## src/rtl/router_psum_pkg.sv

```systemverilog
// Shared types and sizing helpers for the psum stream router.
package router_psum_pkg;

    typedef enum logic [2:0] {
        IDLE,
        LOAD,
        WRITE,
        RD,
        ACC
    } state_t;

    localparam int X_DIM      = 5;
    localparam int LANE_IDX_W = $clog2(X_DIM);

    // Index width for n entries, never narrower than one bit.
    function automatic int idx_bits(input int n);
        return (n > 1) ? $clog2(n) : 1;
    endfunction

endpackage

```

## src/rtl/router_psum_stream_if.sv

```systemverilog
// Scratchpad-side push port and GLB-side access port of the psum router.
interface router_psum_stream_if #(
    parameter int DATA_BITWIDTH     = 16,
    parameter int ADDR_BITWIDTH_GLB = 10,
    parameter int X_dim             = 5
);
    logic [DATA_BITWIDTH*X_dim-1:0] r_data_spad_psum;
    logic                           write_psum_ctrl;
    logic                           accum_mode;
    logic                           psum_ready;
    logic                           glb_ready;
    logic                           read_req_glb_psum;
    logic [ADDR_BITWIDTH_GLB-1:0]   r_addr_glb_psum;
    logic [DATA_BITWIDTH-1:0]       r_data_glb_psum;
    logic                           write_en_glb_psum;
    logic [ADDR_BITWIDTH_GLB-1:0]   w_addr_glb_psum;
    logic [DATA_BITWIDTH-1:0]       w_data_glb_psum;
    logic                           busy;
    logic                           overflow_err;

    modport slave (
        input  r_data_spad_psum, write_psum_ctrl, accum_mode, glb_ready, r_data_glb_psum,
        output psum_ready, read_req_glb_psum, r_addr_glb_psum, write_en_glb_psum,
               w_addr_glb_psum, w_data_glb_psum, busy, overflow_err
    );

    modport master (
        output r_data_spad_psum, write_psum_ctrl, accum_mode, glb_ready, r_data_glb_psum,
        input  psum_ready, read_req_glb_psum, r_addr_glb_psum, write_en_glb_psum,
               w_addr_glb_psum, w_data_glb_psum, busy, overflow_err
    );
endinterface

```

## src/rtl/psum_vec_fifo.sv

```systemverilog
// Vector FIFO with occupancy count; DEPTH must be a power of two (>= 2).
module psum_vec_fifo
    import router_psum_pkg::*;
#(
    parameter int WIDTH = 81,
    parameter int DEPTH = 4
) (
    input  logic                     clk,
    input  logic                     reset,
    input  logic                     push,
    input  logic                     pop,
    input  logic [WIDTH-1:0]         wr_data,
    output logic [WIDTH-1:0]         rd_data,
    output logic [idx_bits(DEPTH):0] count
);
    localparam int PTR_W = idx_bits(DEPTH);
    localparam int CNT_W = PTR_W + 1;

    logic [WIDTH-1:0] mem [DEPTH];
    logic [PTR_W-1:0] wr_ptr, rd_ptr;
    logic             do_push, do_pop;

    assign do_push = push && (count != CNT_W'(DEPTH));
    assign do_pop  = pop  && (count != '0);
    assign rd_data = mem[rd_ptr];

    // NOTE: storage is not reset; count gates every read, so stale words are never observed.
    always_ff @(posedge clk) begin
        if (do_push) mem[wr_ptr] <= wr_data;
    end

    // NOTE: non-blocking assignments keep every register updating from pre-edge values.
    always_ff @(posedge clk) begin
        if (reset) begin
            wr_ptr <= '0;
            rd_ptr <= '0;
            count  <= '0;
        end else begin
            if (do_push) wr_ptr <= wr_ptr + 1'b1;
            if (do_pop)  rd_ptr <= rd_ptr + 1'b1;
            unique case ({do_push, do_pop})
                2'b10:   count <= count + 1'b1;
                2'b01:   count <= count - 1'b1;
                default: count <= count;
            endcase
        end
    end

endmodule

```

## src/rtl/router_psum_stream.sv

```systemverilog
// Psum stream router: buffers psum vectors and streams them lane by lane into
// the GLB, either overwriting or accumulating via read-modify-write.
module router_psum_stream
    import router_psum_pkg::*;
#(
    parameter int DATA_BITWIDTH     = 16,
    parameter int ADDR_BITWIDTH_GLB = 10,
    parameter int X_dim             = X_DIM,
    parameter int FIFO_DEPTH        = 4,
    parameter int PSUM_LOAD_ADDR    = 0,
    parameter int PSUM_REGION       = 256
) (
    input  logic                clk,
    input  logic                reset,
    router_psum_stream_if.slave bus
);
    localparam int VEC_W  = DATA_BITWIDTH * X_dim;
    localparam int LANE_W = idx_bits(X_dim);
    localparam int CNT_W  = idx_bits(FIFO_DEPTH) + 1;
    localparam logic [LANE_W-1:0]            LAST_LANE  = LANE_W'(X_dim - 1);
    localparam logic [ADDR_BITWIDTH_GLB-1:0] ADDR_FIRST = ADDR_BITWIDTH_GLB'(PSUM_LOAD_ADDR);
    localparam logic [ADDR_BITWIDTH_GLB-1:0] ADDR_LAST  =
        ADDR_BITWIDTH_GLB'(PSUM_LOAD_ADDR + PSUM_REGION - 1);

    state_t                       state, state_n;
    logic [VEC_W-1:0]             lane_sr;
    logic [LANE_W-1:0]            lane_idx;
    logic [ADDR_BITWIDTH_GLB-1:0] ptr, ptr_next;
    logic                         overflow_q;

    logic [VEC_W:0]               head;
    logic [CNT_W-1:0]             fifo_count;
    logic                         fifo_push, fifo_pop, fifo_nonempty, ready;
    logic                         advance, last_lane;

    logic                         rd_req, wr_en;
    logic [ADDR_BITWIDTH_GLB-1:0] rd_addr, wr_addr;
    logic [DATA_BITWIDTH-1:0]     wr_data;

    // Readiness comes only from the registered count, so a same-cycle pop never frees a slot.
    assign ready         = fifo_count != CNT_W'(FIFO_DEPTH);
    assign fifo_nonempty = fifo_count != '0;
    assign fifo_push     = bus.write_psum_ctrl && ready;
    assign last_lane     = lane_idx == LAST_LANE;
    assign ptr_next      = (ptr == ADDR_LAST) ? ADDR_FIRST : ptr + 1'b1;

    psum_vec_fifo #(
        .WIDTH (VEC_W + 1),
        .DEPTH (FIFO_DEPTH)
    ) u_fifo (
        .clk     (clk),
        .reset   (reset),
        .push    (fifo_push),
        .pop     (fifo_pop),
        .wr_data ({bus.accum_mode, bus.r_data_spad_psum}),
        .rd_data (head),
        .count   (fifo_count)
    );

    // NOTE: every output of this block gets a default first, so no path can infer a latch.
    always_comb begin
        state_n  = state;
        fifo_pop = 1'b0;
        advance  = 1'b0;
        rd_req   = 1'b0;
        rd_addr  = '0;
        wr_en    = 1'b0;
        wr_addr  = '0;
        wr_data  = '0;
        // Strobes are forced low while reset is held so no access escapes mid-reset.
        if (!reset) begin
            unique case (state)
                IDLE: if (fifo_nonempty) state_n = LOAD;
                LOAD: begin
                    fifo_pop = 1'b1;
                    state_n  = head[VEC_W] ? RD : WRITE;
                end
                WRITE: if (bus.glb_ready) begin
                    wr_en   = 1'b1;
                    wr_addr = ptr;
                    wr_data = lane_sr[DATA_BITWIDTH-1:0];
                    advance = 1'b1;
                    if (last_lane) state_n = fifo_nonempty ? LOAD : IDLE;
                end
                RD: if (bus.glb_ready) begin
                    rd_req  = 1'b1;
                    rd_addr = ptr;
                    state_n = ACC;
                end
                ACC: begin
                    wr_en   = 1'b1;
                    wr_addr = ptr;
                    wr_data = lane_sr[DATA_BITWIDTH-1:0] + bus.r_data_glb_psum;
                    advance = 1'b1;
                    state_n = last_lane ? (fifo_nonempty ? LOAD : IDLE) : RD;
                end
                default: state_n = IDLE;
            endcase
        end
    end

    always_ff @(posedge clk) begin
        if (reset) begin
            state      <= IDLE;
            lane_sr    <= '0;
            lane_idx   <= '0;
            ptr        <= ADDR_FIRST;
            overflow_q <= 1'b0;
        end else begin
            state <= state_n;
            if (bus.write_psum_ctrl && !ready) overflow_q <= 1'b1;
            if (fifo_pop) begin
                lane_sr  <= head[VEC_W-1:0];
                lane_idx <= '0;
            end else if (advance) begin
                lane_sr  <= lane_sr >> DATA_BITWIDTH;
                lane_idx <= lane_idx + 1'b1;
                ptr      <= ptr_next;
            end
        end
    end

    assign bus.psum_ready        = ready;
    assign bus.read_req_glb_psum = rd_req;
    assign bus.r_addr_glb_psum   = rd_addr;
    assign bus.write_en_glb_psum = wr_en;
    assign bus.w_addr_glb_psum   = wr_addr;
    assign bus.w_data_glb_psum   = wr_data;
    assign bus.busy              = (state != IDLE) || fifo_nonempty;
    assign bus.overflow_err      = overflow_q;

endmodule

```

## src/flat_wrapper.sv

```systemverilog
// flat-port wrapper written by rule: the top's interface ports become plain ports
module router_psum_stream_flat import router_psum_pkg::*;
#(
    parameter int DATA_BITWIDTH     = 16,
    parameter int ADDR_BITWIDTH_GLB = 10,
    parameter int X_dim             = X_DIM,
    parameter int FIFO_DEPTH        = 4,
    parameter int PSUM_LOAD_ADDR    = 0,
    parameter int PSUM_REGION       = 256
)
  (clk, reset, bus_r_data_spad_psum, bus_write_psum_ctrl, bus_accum_mode, bus_glb_ready, bus_r_data_glb_psum, bus_psum_ready, bus_read_req_glb_psum, bus_r_addr_glb_psum, bus_write_en_glb_psum, bus_w_addr_glb_psum, bus_w_data_glb_psum, bus_busy, bus_overflow_err);
  router_psum_stream_if #(.DATA_BITWIDTH(DATA_BITWIDTH), .ADDR_BITWIDTH_GLB(ADDR_BITWIDTH_GLB), .X_dim(X_dim)) bus_i ();
  input  logic clk;
  input  logic reset;
  input wire logic [$bits(bus_i.r_data_spad_psum)-1:0] bus_r_data_spad_psum;
  input wire logic [$bits(bus_i.write_psum_ctrl)-1:0] bus_write_psum_ctrl;
  input wire logic [$bits(bus_i.accum_mode)-1:0] bus_accum_mode;
  input wire logic [$bits(bus_i.glb_ready)-1:0] bus_glb_ready;
  input wire logic [$bits(bus_i.r_data_glb_psum)-1:0] bus_r_data_glb_psum;
  output wire logic [$bits(bus_i.psum_ready)-1:0] bus_psum_ready;
  output wire logic [$bits(bus_i.read_req_glb_psum)-1:0] bus_read_req_glb_psum;
  output wire logic [$bits(bus_i.r_addr_glb_psum)-1:0] bus_r_addr_glb_psum;
  output wire logic [$bits(bus_i.write_en_glb_psum)-1:0] bus_write_en_glb_psum;
  output wire logic [$bits(bus_i.w_addr_glb_psum)-1:0] bus_w_addr_glb_psum;
  output wire logic [$bits(bus_i.w_data_glb_psum)-1:0] bus_w_data_glb_psum;
  output wire logic [$bits(bus_i.busy)-1:0] bus_busy;
  output wire logic [$bits(bus_i.overflow_err)-1:0] bus_overflow_err;
  assign bus_i.r_data_spad_psum = bus_r_data_spad_psum;
  assign bus_i.write_psum_ctrl = bus_write_psum_ctrl;
  assign bus_i.accum_mode = bus_accum_mode;
  assign bus_i.glb_ready = bus_glb_ready;
  assign bus_i.r_data_glb_psum = bus_r_data_glb_psum;
  assign bus_psum_ready = bus_i.psum_ready;
  assign bus_read_req_glb_psum = bus_i.read_req_glb_psum;
  assign bus_r_addr_glb_psum = bus_i.r_addr_glb_psum;
  assign bus_write_en_glb_psum = bus_i.write_en_glb_psum;
  assign bus_w_addr_glb_psum = bus_i.w_addr_glb_psum;
  assign bus_w_data_glb_psum = bus_i.w_data_glb_psum;
  assign bus_busy = bus_i.busy;
  assign bus_overflow_err = bus_i.overflow_err;
  router_psum_stream #(.DATA_BITWIDTH(DATA_BITWIDTH), .ADDR_BITWIDTH_GLB(ADDR_BITWIDTH_GLB), .X_dim(X_dim), .FIFO_DEPTH(FIFO_DEPTH), .PSUM_LOAD_ADDR(PSUM_LOAD_ADDR), .PSUM_REGION(PSUM_REGION)) u_core (.clk(clk), .reset(reset), .bus(bus_i));
endmodule
```

## config.mk

```make
export PLATFORM = sky130hd
export DESIGN_NAME = router_psum_stream_flat
export DESIGN_NICKNAME = d
export VERILOG_FILES = /design/src/rtl/router_psum_pkg.sv /design/src/rtl/router_psum_stream_if.sv /design/src/rtl/psum_vec_fifo.sv /design/src/rtl/router_psum_stream.sv /design/src/flat_wrapper.sv
export SDC_FILE = /design/constraint.sdc
export NUM_CORES = 1
export LEC_CHECK = 0
export BUFFER_PORTS_ARGS = -buffer_cell sky130_fd_sc_hd__buf_2
export CELL_PAD_IN_SITES_DETAIL_PLACEMENT = 1
export CELL_PAD_IN_SITES_GLOBAL_PLACEMENT = 2
export CORE_MARGIN = 5
export CORE_UTILIZATION = 39
export CTS_BUF_LIST = sky130_fd_sc_hd__clkbuf_4 sky130_fd_sc_hd__clkbuf_8 sky130_fd_sc_hd__clkbuf_16
export DETAILED_ROUTE_END_ITERATION = 16
export PLACE_DENSITY_LB_ADDON = 0.08
export SYNTH_ARGS = -nofsm -noshare
export SYNTH_HDL_FRONTEND = slang
export SYNTH_HIERARCHICAL = 1
export SYNTH_SLANG_ARGS = --single-unit
```

## constraint.sdc

```tcl
create_clock -name clk -period 11.1 [get_ports clk]
set_clock_uncertainty 0.2 [all_clocks]
set_input_delay 2.22 -clock clk [delete_from_list [all_inputs] [get_ports clk]]
set_output_delay 2.22 -clock clk [all_outputs]
set_load 0.01 [all_outputs]
```

# ---- Word level (Yosys, flattened, before mapping)
# Memories as Yosys holds them, arrays and structs flattened. A register that Yosys moved wholly into a read port is not among the register bits.
# Cells that the tools add are included.
dict set report word_totals {
  regBits 104
  ram_bits 324
  inputBits 101
  out_inout_bits 41
  wordCells 75
  mem_count 1
}
# name words word_bits rd rd_ports_with_merged_regs wr line
set memory_table {}
lappend memory_table {u_core.u_fifo.mem 4 81 1 1 1 psum_vec_fifo.sv:19} ;# logic [WIDTH-1:0] mem [DEPTH];
dict set report classes {
  addsub 7
  n_eq_ne 13
  mux 31
  n_bitwise 1
  n_reduce_logical 14
}
# op count
set op_table {}
lappend op_table {{$mux W80} 2}
lappend op_table {{$mux W10} 5}
lappend op_table {{$mux W16} 2}
lappend op_table {{$pmux W16 S2} 1}
lappend op_table {{$pmux W10 S2} 1}
lappend op_table {{$add A16 B16 Y16} 1}
lappend op_table {{$mux W3} 5}
lappend op_table {{$pmux W3 S5} 1}
lappend op_table {{$add A10 B1 Y10 const B} 1}
lappend op_table {{$eq A10 B8 Y1 const B} 1}
lappend op_table {{$mux W1} 10}
lappend op_table {{$add A3 B1 Y3 const B} 2}
lappend op_table {{$eq A3 B2 Y1 const B} 2}
lappend op_table {{$eq A3 B3 Y1 const B} 2}
lappend op_table {{$pmux W3 S2} 1}
lappend op_table {{$reduce_bool A3 Y1} 2}
lappend op_table {{$add A2 B1 Y2 const B} 2}
lappend op_table {{$logic_and A1 B1 Y1} 4}
lappend op_table {{$mux W2} 2}
lappend op_table {{$ne A2 B1 Y1 const B} 2}
lappend op_table {{$ne A2 B2 Y1 const B} 2}
lappend op_table {{$reduce_and A4 Y1} 1}
lappend op_table {{$reduce_bool A2 Y1} 2}
lappend op_table {{$eq A3 B1 Y1 const B} 1}
lappend op_table {{other kinds (11)} 11}

# ---- Longest topological paths before layout
dict set report logic_depth {
  depth_word 6
  depth_mapped 13
  depth_no_buf 13
}

# ---- Hierarchy
# The synthesis kept the hierarchy.
# module instances cells_each area_each_um2 seq_area_each_um2
set by_module_without_submodules {}
lappend by_module_without_submodules {psum_vec_fifo 1 473 12245.5 9909.5}
lappend by_module_without_submodules {router_psum_stream 1 695 5293.8 1941.9}

# ---- Least setup slack after synthesis
# Ideal clock, no wire load.
dict set report synth_path {
  path_kind {input port to output port}
  from {in bus_r_data_glb_psum[0]}
  to {out bus_w_data_glb_psum[12]}
  arrival_time_ps 3858
  t_required_ps 8680
  path_slack_ps 4822
  path_stages 8
  path_buffers 0
  cell_sequence {ha_1 -> inv_1 -> fa_1 -> nor2b_1 -> o2111a_1 -> nor3_1 -> or4_1 -> nand3_1}
}
dict set report synth_via {
  elab_chain_len 3
}
# element line
set synth_lines {}
lappend synth_lines {{start, declared} flat_wrapper.sv:19} ;# input wire logic [$bits(bus_i.r_data_glb_psum)-1:0] bus_r_data_glb_psum;
lappend synth_lines {{$add A16 B16 Y16} router_psum_stream.sv:93} ;# wr_data = lane_sr[DATA_BITWIDTH-1:0] + bus.r_data_glb_psum;
lappend synth_lines {{$pmux W16 S2} router_psum_stream.sv:72} ;# unique case (state)
lappend synth_lines {{$mux W16} router_psum_stream.sv:71} ;# if (!reset) begin
lappend synth_lines {{end, declared} flat_wrapper.sv:25} ;# output wire logic [$bits(bus_i.w_data_glb_psum)-1:0] bus_w_data_glb_psum;
# No other way between the ends.

# ---- Final worst setup path
dict set report layout_path {
  from {in bus_r_data_glb_psum[0]}
  to {out bus_w_data_glb_psum[14]}
}
# Same word-level chain as after synthesis.

==> out/results.tsv <==
metric	value	unit
status	completed	
Sink Count	430	
Setup Total Neg Slack	0	ps
post-route ant nets	0	
Post-synth ARST share	0	%
main combinational cell family by area after synthesis	multiplexers	
warnings from Yosys	6	
Tightest Pin Transition	1070	ps
xor and xnor area share after synthesis	0.999	%
Sw Ratio	28.6	%
CTS resizes	0	
Wirelength per Cell	21.8	um
mux share of post-synthesis cell area	10.6	%
Synth Net Count	1294	
synthesized instance count	1168	
Unique masters post-synth	65	
fraction of layout instances using a drive strength above 1	24.3	%
effective utilization at floorplan	39.6	%
Detailed Routing Iterations Pass 1	5	
ys flop type	edfxtp_1	
peak supply drop	136	uV
antenna fix cells	0	
r2r endpoint	u_core/u_fifo/count[2]	
RSZ-0062 raised after global routing	false	
Layout Cells excl Fill	1930	
R2R cell count	10	
adder-cell share of the synthesized area	1.87	%
post-synthesis simple-gate area fraction	9.70	%
CP required	8680	ps
leakage	0.00682	uW
full die area	49300	um^2
CTS Root Cell	clkbuf_16	
number of synthesized register bits	430	
Crit path arrival time	4410	ps
global-route wire length before repair	65300	um
1st-iter DRT viols	446	
R2R Path Start	u_core/state[0]	
Post-CTS Repair Setup Buffers	0	
clock network power share	33.6	%
Die H	222	um
Worst Hold Launch	u_core/bus.overflow_err	
Fmax	146	MHz
Critical Path End Type	output pin	
Boundary Pins	142	
Worst Hold End	u_core/bus.overflow_err	
Core ar.	44300	um^2
port buffer count	141	
CTS tree	done	
Power Dens Cells	211	nW/um^2
P&R area growth vs syn	14.5	%
sequential area share after synthesis	67.6	%
clock buffer depth	3	
Final Max Slew Viols	0	
Die X	222	um
Setup-failing EPs final	0	
leading cell type in the layout, fill and taps excluded	edfxtp_1	
largest fanout on the critical path	4	
sw power	1210	uW
Vias	10100	
drt drc	0	
most frequent cells in the layout	edfxtp_1, nor2_1, buf_2	
CTS Hold Buffers Added	0	
Clock Latency Late Sink	570	ps
FILL cells	4495	
PnR Total Power	4240	uW
Hold Vio Cnt, Final	0	
final worst path period share	61.5	%
Total GRT Usage	16.8	%
final WL	42000	um
max_cap viols	0	
R2R setup slack	7820	ps
Tmin final	6830	ps
number of cell rows	77	
crit path kind	input pin to output pin	
DR vias/cell	5.26	
Post-synth EDFFs	324	
P_int	3030	uW
synthesized area	17500	um^2
sequential fraction of design power	48.2	%
CTS HTree Levels	2	
Comb power frac	18.2	%
Slew HR	28.5	%
largest net degree at the start of global routing	95	
GRT Residual Overflow	0	
Hold Path Cell Cnt	2	
Synth Area in Compound Gates	6.17	%
CTS Buf Count	45	
syn_area_per_cell	15.0	um^2
Worst setup SP type	input pin	
post-route cell area	20100	um^2
vias in the first global route	10800	
Placed Instances	1847	
Final nets	1428	
Min-Delay Path Class	flop to flop	
DP HPWL	26400	um
initial antenna violation count	1	
CTS clk-pin slew, worst paths	60	ps
Routability Congestion	0.778	
placed cell area	18700	um^2
hold_ws	268	ps
-- area by class of cell --
class | instances | area (um^2) | share of cell area [%]
sequential | 430 | 11900 | 59.1
multi-input combinational | 648 | 5180 | 25.8
clock buffer | 61 | 1280 | 6.36
timing repair buffer | 155 | 813 | 4.05
tap | 592 | 741 | 3.69
clock inverter | 22 | 130 | 0.648
inverter | 22 | 82.6 | 0.411
-- cells by family (layout without fill, tap and decap cells) --
kind of cell	count (synthesis)	in the layout
compound gates	146	146
xor+xnor	20	20
fa+ha+maj	25	25
buf+inv	90	260
flops	430	430
mux	85	85
simple gates	372	372
-- state kept, by name, indices dropped and copies added (netlist names), named ones only --
signal	count
u_core/ptr	10
u_core/u_fifo/rd_ptr	2
u_core/lane_idx	3
u_core/bus.overflow_err	1
u_core/lane_sr	80
u_core/u_fifo/wr_ptr	2
u_core/u_fifo/count	3
u_core/u_fifo/mem	324
u_core/state	3
-- power groups by stage --
stage          sequential (uW)  clock [uW]  combinational, uW
6_report                  2040        1430                770
5_1_grt                   2060        1550                863
4_1_cts                   2040        1480                788
3_5_place_dp              2080           0                784
3_3_place_gp              2070           0                779
2_1_floorplan             2020           0                591
-- metal layers --
| metal | track usage, % | share of wire, % |
|---|---|---|
| met1 | 22.8 | 45 |
| met2 | 28.3 | 49 |
| met3 | 3.50 | 4.1 |
| met4 | 3.66 | 1.6 |
| met5 | 0 | 0.029 |
-- worst max path at each step --
stage / startpoint / endpoint / slack (ps) / cells past startpoint
after floorplan: bus_r_data_glb_psum[0] / bus_w_data_glb_psum[12] / 4820 / 8
after global placement: bus_r_data_glb_psum[0] / bus_w_data_glb_psum[14] / 4300 / 10
after detailed placement: bus_r_data_glb_psum[0] / bus_w_data_glb_psum[14] / 4290 / 10
after CTS: bus_r_data_glb_psum[0] / bus_w_data_glb_psum[14] / 4270 / 10
after global routing: bus_r_data_glb_psum[0] / bus_w_data_glb_psum[14] / 4070 / 10
final: bus_r_data_glb_psum[0] / bus_w_data_glb_psum[14] / 4270 / 10
-- cells in the mapped netlist (23+ instances only) --
library cell,count,area (um^2)
edfxtp_1,324,9730
nor2_1,161,604
dfxtp_1,106,2120
nand2_1,101,379
mux4_2,81,1820
a311oi_1,38,333
and2_1,29,181
a21oi_1,27,135
clkbuf_1,26,97.6
buf_2,24,120
ha_1,23,288
nor4_1,23,144
-- stage by stage --
stage          utilization (%)  setup slack (ps)
2_1_floorplan                -              4820
3_3_place_gp              42.1              4300
3_5_place_dp              42.1              4290
4_1_cts                   45.3              4270
5_1_grt                   45.3              4070
6_report                  45.3              4270
-- worst max-delay path, cell delays in order --
cell and delay (ps):
buf_2 80, ha_1 200, inv_1 70, fa_1 400
nor2b_1 220, o2111ai_1 290, a2111oi_0 530, a211oi_1 80
o21ai_0 130, buf_2 190
No activity file was read; power rests on OpenSTA's default activity.
